===== src/rtl/operand_fetch_pkg.sv =====
// Shared definitions for the operand-fetch stage.
//   DATA_W : default register data width
//   RN_W   : default register-number width
//   NREG   : number of architectural registers tracked by the scoreboard
//   state_e: operand-fetch FSM states
package operand_fetch_pkg;
    localparam int DATA_W = 16;
    localparam int RN_W   = 4;
    localparam int NREG   = 16;

    typedef enum logic [1:0] {
        ST_IDLE  = 2'd0,
        ST_FETCH = 2'd1,
        ST_OUT   = 2'd2
    } state_e;
endpackage


===== src/rtl/operand_fetch_reg_scoreboard.sv =====
// Busy-register scoreboard: one bit per register, set when an instruction
// that writes it leaves fetch, cleared on write-back or on a flushed bundle.
//   clk, rst_n        : clock, async active-low reset
//   set_en / set_rn   : mark register busy
//   clr_en / clr_rn   : write-back clear
//   kill_en / kill_rn : clear for a flushed in-flight bundle
//   busy              : registered busy vector
module reg_scoreboard #(
    parameter int RN_W = operand_fetch_pkg::RN_W,
    parameter int NREG = operand_fetch_pkg::NREG
) (
    input  logic            clk,
    input  logic            rst_n,
    input  logic            set_en,
    input  logic [RN_W-1:0] set_rn,
    input  logic            clr_en,
    input  logic [RN_W-1:0] clr_rn,
    input  logic            kill_en,
    input  logic [RN_W-1:0] kill_rn,
    output logic [NREG-1:0] busy
);
    logic [NREG-1:0] busy_q;
    logic [NREG-1:0] busy_d;

    // Set is applied last so a same-edge set and clear leaves the bit set.
    always_comb begin
        busy_d = busy_q;
        if (clr_en)  busy_d[clr_rn]  = 1'b0;
        if (kill_en) busy_d[kill_rn] = 1'b0;
        if (set_en)  busy_d[set_rn]  = 1'b1;
    end

    always_ff @(posedge clk or negedge rst_n) begin
        if (!rst_n) busy_q <= '0;
        else        busy_q <= busy_d;
    end

    assign busy = busy_q;
endmodule


===== src/rtl/operand_fetch.sv =====
// Operand-fetch stage: accepts one decoded instruction, reads its sources
// from the register file once no source/destination is busy, and holds the
// operand bundle until downstream takes it.
//   in_*        : decoded instruction handshake and fields
//   rn1..3/read3: register-file read addresses / third-port enable
//   A, B, C     : register-file combinational read data
//   wb_valid/rd : write-back retiring this cycle
//   flush       : abandon held instruction
//   out_*/op_*  : operand bundle handshake and payload
//   stall_cnt   : saturating hazard-stall cycle count
//
// state    | meaning
// ST_IDLE  | ready for a new instruction
// ST_FETCH | holding instruction, waiting for sources to be free
// ST_OUT   | operand bundle presented, waiting for out_ready
module operand_fetch #(
    parameter int DATA_W = operand_fetch_pkg::DATA_W,
    parameter int RN_W   = operand_fetch_pkg::RN_W
) (
    input  logic              clk,
    input  logic              rst_n,
    input  logic              in_valid,
    output logic              in_ready,
    input  logic [RN_W-1:0]   in_rs1,
    input  logic [RN_W-1:0]   in_rs2,
    input  logic [RN_W-1:0]   in_rs3,
    input  logic              in_use3,
    input  logic [RN_W-1:0]   in_rd,
    input  logic              in_wb,
    output logic [RN_W-1:0]   rn1,
    output logic [RN_W-1:0]   rn2,
    output logic [RN_W-1:0]   rn3,
    output logic              read3,
    input  logic [DATA_W-1:0] A,
    input  logic [DATA_W-1:0] B,
    input  logic [DATA_W-1:0] C,
    input  logic              wb_valid,
    input  logic [RN_W-1:0]   wb_rd,
    input  logic              flush,
    output logic              out_valid,
    input  logic              out_ready,
    output logic [DATA_W-1:0] op_a,
    output logic [DATA_W-1:0] op_b,
    output logic [DATA_W-1:0] op_c,
    output logic [RN_W-1:0]   op_rd,
    output logic              op_wb,
    output logic [15:0]       stall_cnt
);
    import operand_fetch_pkg::*;

    localparam int NR = 2 ** RN_W;

    state_e            state_q, state_d;
    logic              init_q, init_d;
    logic [RN_W-1:0]   h_rs1_q, h_rs1_d, h_rs2_q, h_rs2_d, h_rs3_q, h_rs3_d;
    logic [RN_W-1:0]   h_rd_q, h_rd_d;
    logic              h_use3_q, h_use3_d, h_wb_q, h_wb_d;
    logic [DATA_W-1:0] op_a_q, op_a_d, op_b_q, op_b_d, op_c_q, op_c_d;
    logic [RN_W-1:0]   op_rd_q, op_rd_d;
    logic              op_wb_q, op_wb_d;
    logic [15:0]       stall_q, stall_d;

    logic [NR-1:0]     busy;
    logic              hazard;
    logic              set_en, kill_en;

    reg_scoreboard #(.RN_W(RN_W), .NREG(NR)) u_sb (
        .clk     (clk),
        .rst_n   (rst_n),
        .set_en  (set_en),
        .set_rn  (h_rd_q),
        .clr_en  (wb_valid),
        .clr_rn  (wb_rd),
        .kill_en (kill_en),
        .kill_rn (op_rd_q),
        .busy    (busy)
    );

    assign hazard = busy[h_rs1_q] | busy[h_rs2_q] |
                    (busy[h_rs3_q] & h_use3_q) | (busy[h_rd_q] & h_wb_q);

    always_comb begin
        state_d  = state_q;
        init_d   = 1'b1;
        h_rs1_d  = h_rs1_q;
        h_rs2_d  = h_rs2_q;
        h_rs3_d  = h_rs3_q;
        h_use3_d = h_use3_q;
        h_rd_d   = h_rd_q;
        h_wb_d   = h_wb_q;
        op_a_d   = op_a_q;
        op_b_d   = op_b_q;
        op_c_d   = op_c_q;
        op_rd_d  = op_rd_q;
        op_wb_d  = op_wb_q;
        stall_d  = stall_q;
        in_ready = 1'b0;
        rn1      = '0;
        rn2      = '0;
        rn3      = '0;
        read3    = 1'b0;
        set_en   = 1'b0;
        kill_en  = 1'b0;

        case (state_q)
            ST_IDLE: begin
                // init_q keeps in_ready low until the first edge after reset.
                in_ready = init_q;
                if (!flush && in_valid && init_q) begin
                    h_rs1_d  = in_rs1;
                    h_rs2_d  = in_rs2;
                    h_rs3_d  = in_rs3;
                    h_use3_d = in_use3;
                    h_rd_d   = in_rd;
                    h_wb_d   = in_wb;
                    state_d  = ST_FETCH;
                end
            end
            ST_FETCH: begin
                rn1   = h_rs1_q;
                rn2   = h_rs2_q;
                rn3   = h_rs3_q;
                read3 = h_use3_q;
                if (flush) begin
                    state_d = ST_IDLE;
                end else if (hazard) begin
                    if (stall_q != 16'hFFFF) stall_d = stall_q + 16'd1;
                end else begin
                    op_a_d  = A;
                    op_b_d  = B;
                    op_c_d  = h_use3_q ? C : '0;
                    op_rd_d = h_rd_q;
                    op_wb_d = h_wb_q;
                    set_en  = h_wb_q;
                    state_d = ST_OUT;
                end
            end
            ST_OUT: begin
                if (flush) begin
                    kill_en = op_wb_q;
                    state_d = ST_IDLE;
                end else if (out_ready) begin
                    state_d = ST_IDLE;
                end
            end
            default: state_d = ST_IDLE;
        endcase
    end

    always_ff @(posedge clk or negedge rst_n) begin
        if (!rst_n) begin
            state_q  <= ST_IDLE;
            init_q   <= 1'b0;
            h_rs1_q  <= '0;
            h_rs2_q  <= '0;
            h_rs3_q  <= '0;
            h_use3_q <= 1'b0;
            h_rd_q   <= '0;
            h_wb_q   <= 1'b0;
            op_a_q   <= '0;
            op_b_q   <= '0;
            op_c_q   <= '0;
            op_rd_q  <= '0;
            op_wb_q  <= 1'b0;
            stall_q  <= '0;
        end else begin
            state_q  <= state_d;
            init_q   <= init_d;
            h_rs1_q  <= h_rs1_d;
            h_rs2_q  <= h_rs2_d;
            h_rs3_q  <= h_rs3_d;
            h_use3_q <= h_use3_d;
            h_rd_q   <= h_rd_d;
            h_wb_q   <= h_wb_d;
            op_a_q   <= op_a_d;
            op_b_q   <= op_b_d;
            op_c_q   <= op_c_d;
            op_rd_q  <= op_rd_d;
            op_wb_q  <= op_wb_d;
            stall_q  <= stall_d;
        end
    end

    assign out_valid = (state_q == ST_OUT);
    assign op_a      = op_a_q;
    assign op_b      = op_b_q;
    assign op_c      = op_c_q;
    assign op_rd     = op_rd_q;
    assign op_wb     = op_wb_q;
    assign stall_cnt = stall_q;
endmodule


===== config.mk =====
export PLATFORM = sky130hd
export DESIGN_NAME = operand_fetch
export DESIGN_NICKNAME = d
export VERILOG_FILES = /design/src/rtl/operand_fetch_pkg.sv /design/src/rtl/operand_fetch_reg_scoreboard.sv /design/src/rtl/operand_fetch.sv
export SDC_FILE = /design/constraint.sdc
export NUM_CORES = 1
export LEC_CHECK = 0
export CAP_MARGIN = 10
export CORE_ASPECT_RATIO = 1.25
export CORE_MARGIN = 3
export CORE_UTILIZATION = 35
export CTS_CLUSTER_DIAMETER = 150
export CTS_CLUSTER_SIZE = 10
export DETAILED_ROUTE_END_ITERATION = 6
export GPL_TIMING_DRIVEN = 0
export PLACE_DENSITY = 0.7
export SLEW_MARGIN = 20
export SYNTH_ARGS = -nofsm -noshare
export SYNTH_HDL_FRONTEND = slang
export SYNTH_SLANG_ARGS = --single-unit

===== constraint.sdc =====
create_clock -name clk -period 3.25 [get_ports clk]
set_clock_uncertainty 0.1 [all_clocks]
set_input_delay 0.325 -clock clk [delete_from_list [all_inputs] [get_ports clk]]
set_output_delay 0.325 -clock clk [all_outputs]
set_load 0.05 [all_outputs]

* After elaboration in Yosys (flattened, before gate mapping)
Index checks and enable logic that the tools add are counted.
Cells by class: divide/modulo/power cells 0, shift-type cells 0, $mul 0, add/subtract/negate cells 1, equal/unequal tests 6, reduce and logical (&&, ||, !) cells 11, muxes and demuxes 34, magnitude comparators 9, bitwise operators 12
Operators with widths (count):
- $mux W16 | 4
- $and A16 B16 Y16 | 2
- $not A16 Y16 | 2
- $lt A4 B5 Y1 const B | 6
- $add A16 B1 Y16 const B | 1
- $bmux W1 S4 | 4
- $ne A16 B16 Y1 const B | 1
- $or A16 B16 Y16 | 1
- $mux W1 | 14
- $demux W1 S4 | 3
- $ge A4 B1 Y1 const B | 3
- $mux W4 | 3
- $mux W2 | 5
- $pmux W2 S3 | 1
- $reduce_and A3 Y1 | 2
- $logic_and A1 B1 Y1 | 5
- $reduce_and A4 Y1 | 1
- $ne A3 B2 Y1 const B | 1
- $ne A3 B3 Y1 const B | 1
- $or A1 B1 Y1 | 3
- $and A1 B1 Y1 | 2
- $eq A2 B1 Y1 const B | 1
- $eq A2 B2 Y1 const B | 1
- $logic_not A2 Y1 | 1
- 4 further kinds | 5
Storage, ports and cells: bits in read-only memories 0, memory bits (writable) 0, input port bits 76, bits in latches 0, memories 0, output and inout port bits 84, flip-flop bits (word level) 106, logic and storage cells 88

* Longest topological paths before layout
Gate-level depths: netlist of the first run.
word-level depth 11, mapped depth 11, depth with buffers taken out 7

* Modules after synthesis
From an unflattened synthesis of the first run, not the netlist that was laid out.
Second synthesis, totals: cell total of the unflattened synthesis 428, area total of the unflattened synthesis 5267.6 um^2
Modules (own cells, without submodules):
- operand_fetch | seq. area each 2252.2 um^2, area an instance 4420.5 um^2, cells each 354, times used 1
- reg_scoreboard | seq. area each 400.4 um^2, area an instance 847.1 um^2, cells each 74, times used 1

* Worst setup path before layout of the first run
OpenSTA, ideal clock, no wires.
path type flip-flop to flip-flop, start point reg h_rd_q[0], end point reg u_sb.busy_q[0], in the netlist u_sb.busy[0], data required time 3.047 ns, setup slack 0.392 ns, arrival 2.654 ns, clock period less this slack 2.858 ns, stages on the path, launching flop included 12, cells stage by stage dfrtp_1 buf_6 mux4_2 mux2i_1 o22ai_1 or4_1 buf_2 or2_1 buf_6 buf_6 buf_6 o41ai_2
Between the ends: word-level cells in the longest chain between the ends 8, elaborated cells on any way between the ends 14
RTL lines:
- start: declaration | RTL line operand_fetch.sv:56 | logic [RN_W-1:0] h_rd_q, h_rd_d;
- start signal: assignment | RTL line operand_fetch.sv:173 | h_rd_q <= h_rd_d;
- $bmux W1 S4 | RTL line operand_fetch.sv:80 | (busy[h_rs3_q] & h_use3_q) | (busy[h_rd_q] & h_wb_q);
- $mux W1 (implied by the code) | RTL line operand_fetch.sv:80
- $and A1 B1 Y1 | RTL line operand_fetch.sv:80
- $or A1 B1 Y1 | RTL line operand_fetch.sv:80
- $mux W1 | RTL line operand_fetch.sv:126 | end else if (hazard) begin
- $mux W1 | RTL line operand_fetch.sv:124 | if (flush) begin
- $mux W1 | RTL line operand_fetch.sv:105 | case (state_q)
- $mux W16 (*) | RTL line operand_fetch_reg_scoreboard.sv:30 | if (set_en) busy_d[set_rn] = 1'b1;
- named net u_sb.busy_d[0] | RTL line operand_fetch_reg_scoreboard.sv:23 | logic [NREG-1:0] busy_d;
- end signal: assignment | RTL line operand_fetch_reg_scoreboard.sv:35 | else busy_q <= busy_d;
- end: declaration | RTL line operand_fetch_reg_scoreboard.sv:22 | logic [NREG-1:0] busy_q;
Mark *: on every way through the listed nets, which the timed path passes. The rest lies on a longest branch. The select of a mux whose other input is x is not followed. A chain may end at the register's enable or synchronous reset.

* Worst setup path in the final report of the first run
start point reg u_sb.busy_q[15], in the netlist u_sb.busy[15], end point reg u_sb.busy_q[2], in the netlist u_sb.busy[2]
Between the ends: word-level cells in the longest chain between the ends 9, elaborated cells on any way between the ends 17
RTL lines:
- $bmux W1 S4, on equally long branches | RTL line operand_fetch.sv:79, operand_fetch.sv:80
- $mux W1, on equally long branches | RTL line operand_fetch.sv:79, operand_fetch.sv:80
- $or A1 B1 Y1 / $and A1 B1 Y1 (equally long branches) | RTL line operand_fetch.sv:79, operand_fetch.sv:80
- $or A1 B1 Y1 | RTL line operand_fetch.sv:79 | assign hazard = busy[h_rs1_q] | busy[h_rs2_q] |
- $or A1 B1 Y1 (*) | RTL line operand_fetch.sv:80
- $mux W1 (*) | RTL line operand_fetch.sv:126
- $mux W1 (*) | RTL line operand_fetch.sv:124
- $mux W1 (*) | RTL line operand_fetch.sv:105
- $mux W16 (*) | RTL line operand_fetch_reg_scoreboard.sv:30
- named net u_sb.busy_d[2] | RTL line operand_fetch_reg_scoreboard.sv:23
Marked as above.

==> metrics.md, run 1 <==
| Metric | Value |
|---|---|
| Status | `finished, final reports clean` |
| Pwr Density | `770 nW/um^2` |
| Endpoints failing hold | `0` |
| DRT iter0 DRCs | `326` |
| Crit path largest cell delay | `550 ps` |
| Syn-to-layout area delta | `41.6%` |
| Seq cells post-synth | `106` |
| Final #Nets | `691` |
| Num ports | `160` |
| Vias per inst | `5.41` |
| Hold WC Path Type | `input pin to asynchronous set/reset pin` |
| Crit path depth | `10` |
| First-pass DRT Iterations | `5` |
| Clock transition at path regs | `70 ps` |
| # rows | `49` |
| Critical-path maximum fanout | `10` |
| CTS root buffer | `clkbuf_16` |
| CTS Buffer Depth | `2` |
| CP Capture Point | `u_sb.busy[2]$_DFF_PN0_` |
| Synth Cell Area | `5200 um^2` |
| Post-synth EDFFs | `0` |
| Max-cap violation count | `0` |
| Synth top area cells | `dfrtp_1 51%, mux2_2 12%, mux4_2 5.6%` |
| Setup CP Type | `flip-flop to flip-flop` |
| Commonest non-fill, non-tap cell in the layout | `clkdlybuf4s50_1` |
| Static Leak | `2.94 nW` |
| Core Util, Final | `50.9%` |
| RePlAce Congestion | `0.865` |
| CP arrival | `3270 ps` |
| FF-to-FF setup slack | `130 ps` |
| Post-synth top area share | `51.0%` |
| Setup Viol. Count Final | `0` |
| DP Area | `7040 um^2` |
| Async set-reset flop share out of synthesis | `100%` |
| R2R Path Start | `u_sb.busy[15]$_DFF_PN0_` |
| Largest delay share family, worst path | `simple AND/OR/NAND/NOR gates` |
| Most frequent cells in the layout | `158 x clkdlybuf4s50_1, 105 x dfrtp_1, 56 x mux2_2` |
| Worst R2R End | `u_sb.busy[2]$_DFF_PN0_` |
| CTS tree | `done` |
| Filler cell count | `1313` |
| CP Cell Sequence | `mux4_2 > mux2i_1 > o22ai_1 > or4_1 > buf_2 > or2_1 > buf_6 > buf_6 > buf_6 > o41ai_2` |
| Layout cells sized above 1 | `17.4%` |
| Port buffer count | `159` |
| Clock Latency Late Sink | `360 ps` |
| Rel. slew slack | `58.5%` |
| Final Cycle Share | `95.9%` |
| Global-route usage over all layers | `18.5%` |
| R2R depth | `10` |
| First-pass GRT wire length | `24000 um` |
| Core Area | `14500 um^2` |
| Synth warnings | `0` |
| H-tree Lvls | `3` |
| Fin. max-slew vios | `0` |
| Die footprint | `16400 um^2` |
| Antenna violations before repair | `0` |
| Tmin final | `3120 ps` |
| RSZ-0062 raised after global routing | `false` |
| Drt wl/cell | `18.7 um` |
| Fin Setup TNS | `0 ps` |
| Pin count of the biggest net entering global routing | `76` |
| Synthesized instance count | `441` |
| # clock sinks | `106` |
| CP dominant cell by count | `buf_6` |
| DRC | `0` |
| Finished Layout Cells | `797` |
| Design Area, Final | `7360 um^2` |
| Post-DP HPWL | `11300 um` |
| Total vias in the final route | `4309` |
| Post-DRT Antenna Nets | `0` |
| Vias in the first global route | `4568` |
| Final WL | `14900 um` |
| Post-synth top area cell | `dfrtp_1` |
| Post-Syn Nets | `518` |
| CP Capture Type | `flip-flop` |
| # diodes | `0` |
| Crit path buf inv count | `4` |
| Horiz. Die Dim | `115 um` |
| Worst setup path start | `u_sb.busy[15]$_DFF_PN0_` |
| CP startpoint kind | `flip-flop` |
| Total design power | `0.00567 W` |
| Synth Area per Inst | `11.8 um^2` |
| CTS buffer count | `9` |
| Placed cell count | `779` |
| Most common flop cell mapped by yosys | `dfrtp_1` |
| Initial core utilization | `35.9%` |
| Tightest Pin Transition | `623 ps` |
| Required time of the critical path | `3400 ps` |
| Sequential area share after synthesis | `51.0%` |
| Grt ovf | `0` |
| VDD IR max | `0.598 mV` |
| Fmax | `321 MHz` |
| Post-synthesis cell type count | `42` |
| Slowest stage cell, crit path | `or4_1` |
| Die Y | `142 um` |
-- cell families (layout without fill, tap and decap cells) --
| group | Yosys count | after routing | synth area share (%) |
|---|---|---|---|
| xor+xnor | 15 | 15 | 2.53 |
| buf+inv | 34 | 212 | 3.47 |
| other cells | 1 | 1 | 0.0721 |
| flops | 106 | 106 | 51.0 |
| simple gates | 138 | 138 | 14.6 |
| compound gates | 69 | 69 | 8.81 |
| mux | 77 | 77 | 19.3 |
| fa+ha+maj | 1 | 1 | 0.241 |
-- how the worst min path moves through the flow --
stage / startpoint / endpoint / slack (ps) / depth (start not counted)
after floorplan: rst_n / h_rd_q[0]$_DFFE_PN0P_ / -70 / 0
after global placement: stall_cnt[9]$_DFFE_PN0P_ / stall_cnt[9]$_DFFE_PN0P_ / 380 / 1
after detailed placement: rst_n / u_sb.busy[14]$_DFF_PN0_ / 130 / 1
after CTS: rst_n / u_sb.busy[14]$_DFF_PN0_ / 320 / 2
after global routing: rst_n / op_wb$_DFFE_PN0P_ / 340 / 2
final: rst_n / u_sb.busy[14]$_DFF_PN0_ / 310 / 2
-- power breakdown --
part | switching (W) | total [W] | leakage (nW) | internal, W
clock network | 0.000539 | 0.00108 | 0.138 | 0.000540
logic | 0.00164 | 0.00262 | 1.45 | 0.000980
registers | 0.000295 | 0.00197 | 1.35 | 0.00168
-- registers in the layout, indices dropped and copies added, names as in the netlist, 4 cells and up --
register and cells:
op_b 16, h_rs3_q 4, h_rd_q 4, stall_cnt 16
h_rs1_q 4, h_rs2_q 4, op_c 16, u_sb.busy 16
op_a 16, op_rd 4
-- metal layers --
metal	vias to the layer above	track usage, %	wire length, um
met3	26	4.64	983
met4	0	8.71	440
met5	-	0	0
met1	2173	22.6	5930
met2	154	30.7	7520
li1	1956	-	-
-- cell type report --
cell class | instances | area (um^2) | share of cell area, %
Multi-Input combinational cell | 301 | 2370 | 32.1
Tap cell | 178 | 223 | 3.03
Sequential cell | 106 | 2650 | 36.0
Inverter | 6 | 22.5 | 0.306
Buffer | 28 | 165 | 2.24
Clock buffer | 9 | 225 | 3.06
Timing Repair Buffer | 162 | 1640 | 22.2
Clock inverter | 7 | 68.8 | 0.935
-- through the flow --
stage / hold WS [ps] / setup WS (ps)
finish: 313 / 132
detailed placement: 128 / 104
global route: 340 / 3.18
floorplan: -70.6 / 392
CTS: 320 / 77.8
global placement: 379 / -2240
-- repair_timing --
item	CTS	global route
endpoints found under the hold margin	31	0
hold buffers	1	0
endpoints found under the setup margin	0	7
buffers inserted	0	1
gates resized for setup	0	4
-- synthesized netlist by cell type, types with 11 or more instances --
cell type  instances
and2_1            15
clkbuf_1          15
dfrtp_1          106
mux2_2            56
mux4_2            13
nand2_1           37
nand2b_1          11
nand3_1           15
o21ai_0           38
o221ai_1          11
xnor2_1           15
Power figures use the tool's default switching activity.
==> inputs of run 2 (changes only) <==
--- a/config.mk
+++ b/config.mk
@@ -5,6 +5,7 @@
 export SDC_FILE = /design/constraint.sdc
 export NUM_CORES = 1
 export LEC_CHECK = 0
+export ABC_CLOCK_PERIOD_IN_PS = 3250
 export CAP_MARGIN = 10
 export CORE_ASPECT_RATIO = 1.25
 export CORE_MARGIN = 3
==> results of run 2 <==
No change in the layout: final DEF, timing and power equal those of run 1.
==> inputs of run 3 (changes only) <==
--- a/config.mk
+++ b/config.mk
@@ -15,6 +15,7 @@
 export DETAILED_ROUTE_END_ITERATION = 6
 export GPL_TIMING_DRIVEN = 0
 export PLACE_DENSITY = 0.7
+export REMOVE_ABC_BUFFERS = 1
 export SLEW_MARGIN = 20
 export SYNTH_ARGS = -nofsm -noshare
 export SYNTH_HDL_FRONTEND = slang
==> constraint.sdc (replaced) <==
create_clock -name clk -period 3.25 [get_ports clk]
set_clock_uncertainty 0.1 [all_clocks]
set_input_delay 0.975 -clock clk [delete_from_list [all_inputs] [get_ports clk]]
set_output_delay 0.975 -clock clk [all_outputs]
set_load 0.05 [all_outputs]
==> metrics.md, run 3 (synthesized netlist as in run 1, its figures left out) <==
| Metric | Value |
|---|---|
| Status | `finished, final reports clean` |
| # clock sinks | `106 (unchanged)` |
| Endpoints failing hold | `0 (unchanged)` |
| R2R Path Start | `h_rs2_q[0]$_DFFE_PN0P_` |
| Most frequent cells in the layout | `145 x clkdlybuf4s50_1, 99 x dfrtp_1, 56 x mux2_2` |
| Rel. slew slack | `34.5% (-24 points)` |
| Max-cap violation count | `0 (unchanged)` |
| Worst R2R End | `op_a[15]$_DFFE_PN0P_` |
| Tightest Pin Transition | `979 ps (+357 ps)` |
| # rows | `49 (unchanged)` |
| RSZ-0062 raised after global routing | `false` |
| Port buffer count | `159 (unchanged)` |
| Die Y | `142 um (unchanged)` |
| R2R depth | `7 (-3)` |
| Tmin final | `3160 ps (+37.3 ps)` |
| Core Util, Final | `50.1% (-0.75 points)` |
| Syn-to-layout area delta | `39.5%` |
| Critical-path maximum fanout | `17 (+7)` |
| FF-to-FF setup slack | `90 ps (-40 ps)` |
| Initial core utilization | `35.9% (unchanged)` |
| Setup Viol. Count Final | `0 (unchanged)` |
| H-tree Lvls | `3 (unchanged)` |
| Core Area | `14500 um^2 (unchanged)` |
| DRC | `0 (unchanged)` |
| Num ports | `160 (unchanged)` |
| Multi-input logic area | `2400 um^2 (+1.3%)` |
| Post-DP HPWL | `9790 um (-13%)` |
| Fin. max-slew vios | `0 (unchanged)` |
| Fin Hold WS | `405 ps (+92.0 ps)` |
| Post-DRT Antenna Nets | `0 (unchanged)` |
| Vias in the first global route | `4467 (-2.2%)` |
| Layout cells sized above 1 | `18.7% (+1.2 points)` |
| Vias per inst | `5.38 (-0.58%)` |
| Global-route usage over all layers | `17.6% (-0.96 points)` |
| VDD IR max | `0.443 mV (-26%)` |
| Pin count of the biggest net entering global routing | `67 (-12%)` |
| CTS Buffer Depth | `2 (unchanged)` |
| Launch point of the worst hold path | `op_c[12]$_DFFE_PN0P_` |
| Antenna violations before repair | `0 (unchanged)` |
| DRT iter0 DRCs | `217 (-33%)` |
| Clock Latency Late Sink | `350 ps (about the same)` |
| RePlAce Congestion | `0.875 (+1.2%)` |
| CTS tree | `done` |
| Commonest non-fill, non-tap cell in the layout | `clkdlybuf4s50_1` |
| Final Cycle Share | `97.1% (+1.1 points)` |
| Horiz. Die Dim | `115 um (unchanged)` |
| Final WL | `14000 um (-5.6%)` |
| CTS root buffer | `clkbuf_16` |
| CP startpoint kind | `flip-flop` |
| CP Capture Point | `op_a[15]$_DFFE_PN0P_` |
| First-pass DRT Iterations | `5 (unchanged)` |
| Worst setup path start | `h_rs2_q[0]$_DFFE_PN0P_` |
| CP arrival | `3300 ps (+30 ps)` |
| Total vias in the final route | `4155 (-3.6%)` |
| Grt ovf | `0 (unchanged)` |
| # diodes | `0 (unchanged)` |
| Drt wl/cell | `18.2 um (-2.7%)` |
| CTS buffer count | `9 (unchanged)` |
| Final #Nets | `667 (-3.5%)` |
| Die footprint | `16400 um^2 (unchanged)` |
| First-pass GRT wire length | `22700 um (-5.1%)` |
| Total area of sequential cells | `2660 um^2 (+0.28%)` |
| Setup CP Type | `flip-flop to flip-flop` |
| Pwr Density | `782 nW/um^2 (+1.5%)` |
| Hold WC Path Type | `flip-flop to flip-flop` |
| CP Capture Type | `flip-flop` |
| Fmax | `317 MHz (-1.2%)` |
| Filler cell count | `1302 (-0.84%)` |
| Static Leak | `2.95 nW (+0.22%)` |
| Clock transition at path regs | `70 ps (about the same)` |
| Required time of the critical path | `3400 ps (about the same)` |
| Total design power | `0.00567 W (about the same)` |
| Hold buffer count at cts | `0 (-1)` |
## run 3: what timing repair did
action                                  4_1_cts  5_1_grt
pin swaps                                     1        0
resized for setup                            22        2
endpoints found under the setup margin       84        1
setup buffers                                 3        0
gates cloned                                  2        0
## run 3: worst min path at each step
stage	endpoint	slack, ps	cells after the start
finish	op_c[12]$_DFFE_PN0P_	410	2
global route	op_a[9]$_DFFE_PN0P_	430	1
floorplan	h_rs3_q[3]$_DFFE_PN0P_	440	1
CTS	stall_cnt[9]$_DFFE_PN0P_	400	1
detailed placement	op_b[7]$_DFFE_PN0P_	390	1
global placement	stall_cnt[13]$_DFFE_PN0P_	380	1
## run 3: power breakdown
group	switching (W)	total (W)	internal, W
Clock	0.000519	0.00112	0.000605
Sequential	0.000359	0.00204	0.00168
Combinational	0.00155	0.00251	0.000955
Total	0.00243	0.00567	0.00324
## run 3: layout make-up
| type | count | share of cell area, % |
|---|---|---|
| clock inverter | 7 | 1.07 |
| tap | 178 | 3.07 |
| clock buffer | 9 | 3.11 |
| timing repair buffer | 164 | 22.7 |
| inverter | 6 | 0.311 |
| sequential | 106 | 36.7 |
| multi-input combinational | 303 | 33.1 |
## run 3: critical path, cell delays in order, from the launching register on
cell,delay [ps]
dfrtp_2,450
mux4_2,510
a32oi_1,240
nand4_1,210
or4_4,560
buf_4,220
or2_2,430
mux2_2,310
## run 3: metrics by stage
stage	instances	setup TNS, ps	setup WS (ps)	area [um^2]
floorplan	413	-33400	-571	5040
global placement	750	-415240	-2950	6860
detailed placement	752	-31660	-678	6910
CTS	773	0	35.0	7240
global route	773	0	37.3	7250
finish	773	0	94.8	7250
## run 3: metal layers
| layer | vias up | GRT usage (%) | part of all wire (%) |
|---|---|---|---|
| li1 | 1911 | - | - |
| met1 | 2053 | 21.0 | 40 |
| met2 | 166 | 29.2 | 50 |
| met3 | 25 | 5.87 | 8.0 |
| met4 | 0 | 6.80 | 2.0 |
| met5 | - | 0 | 0 |
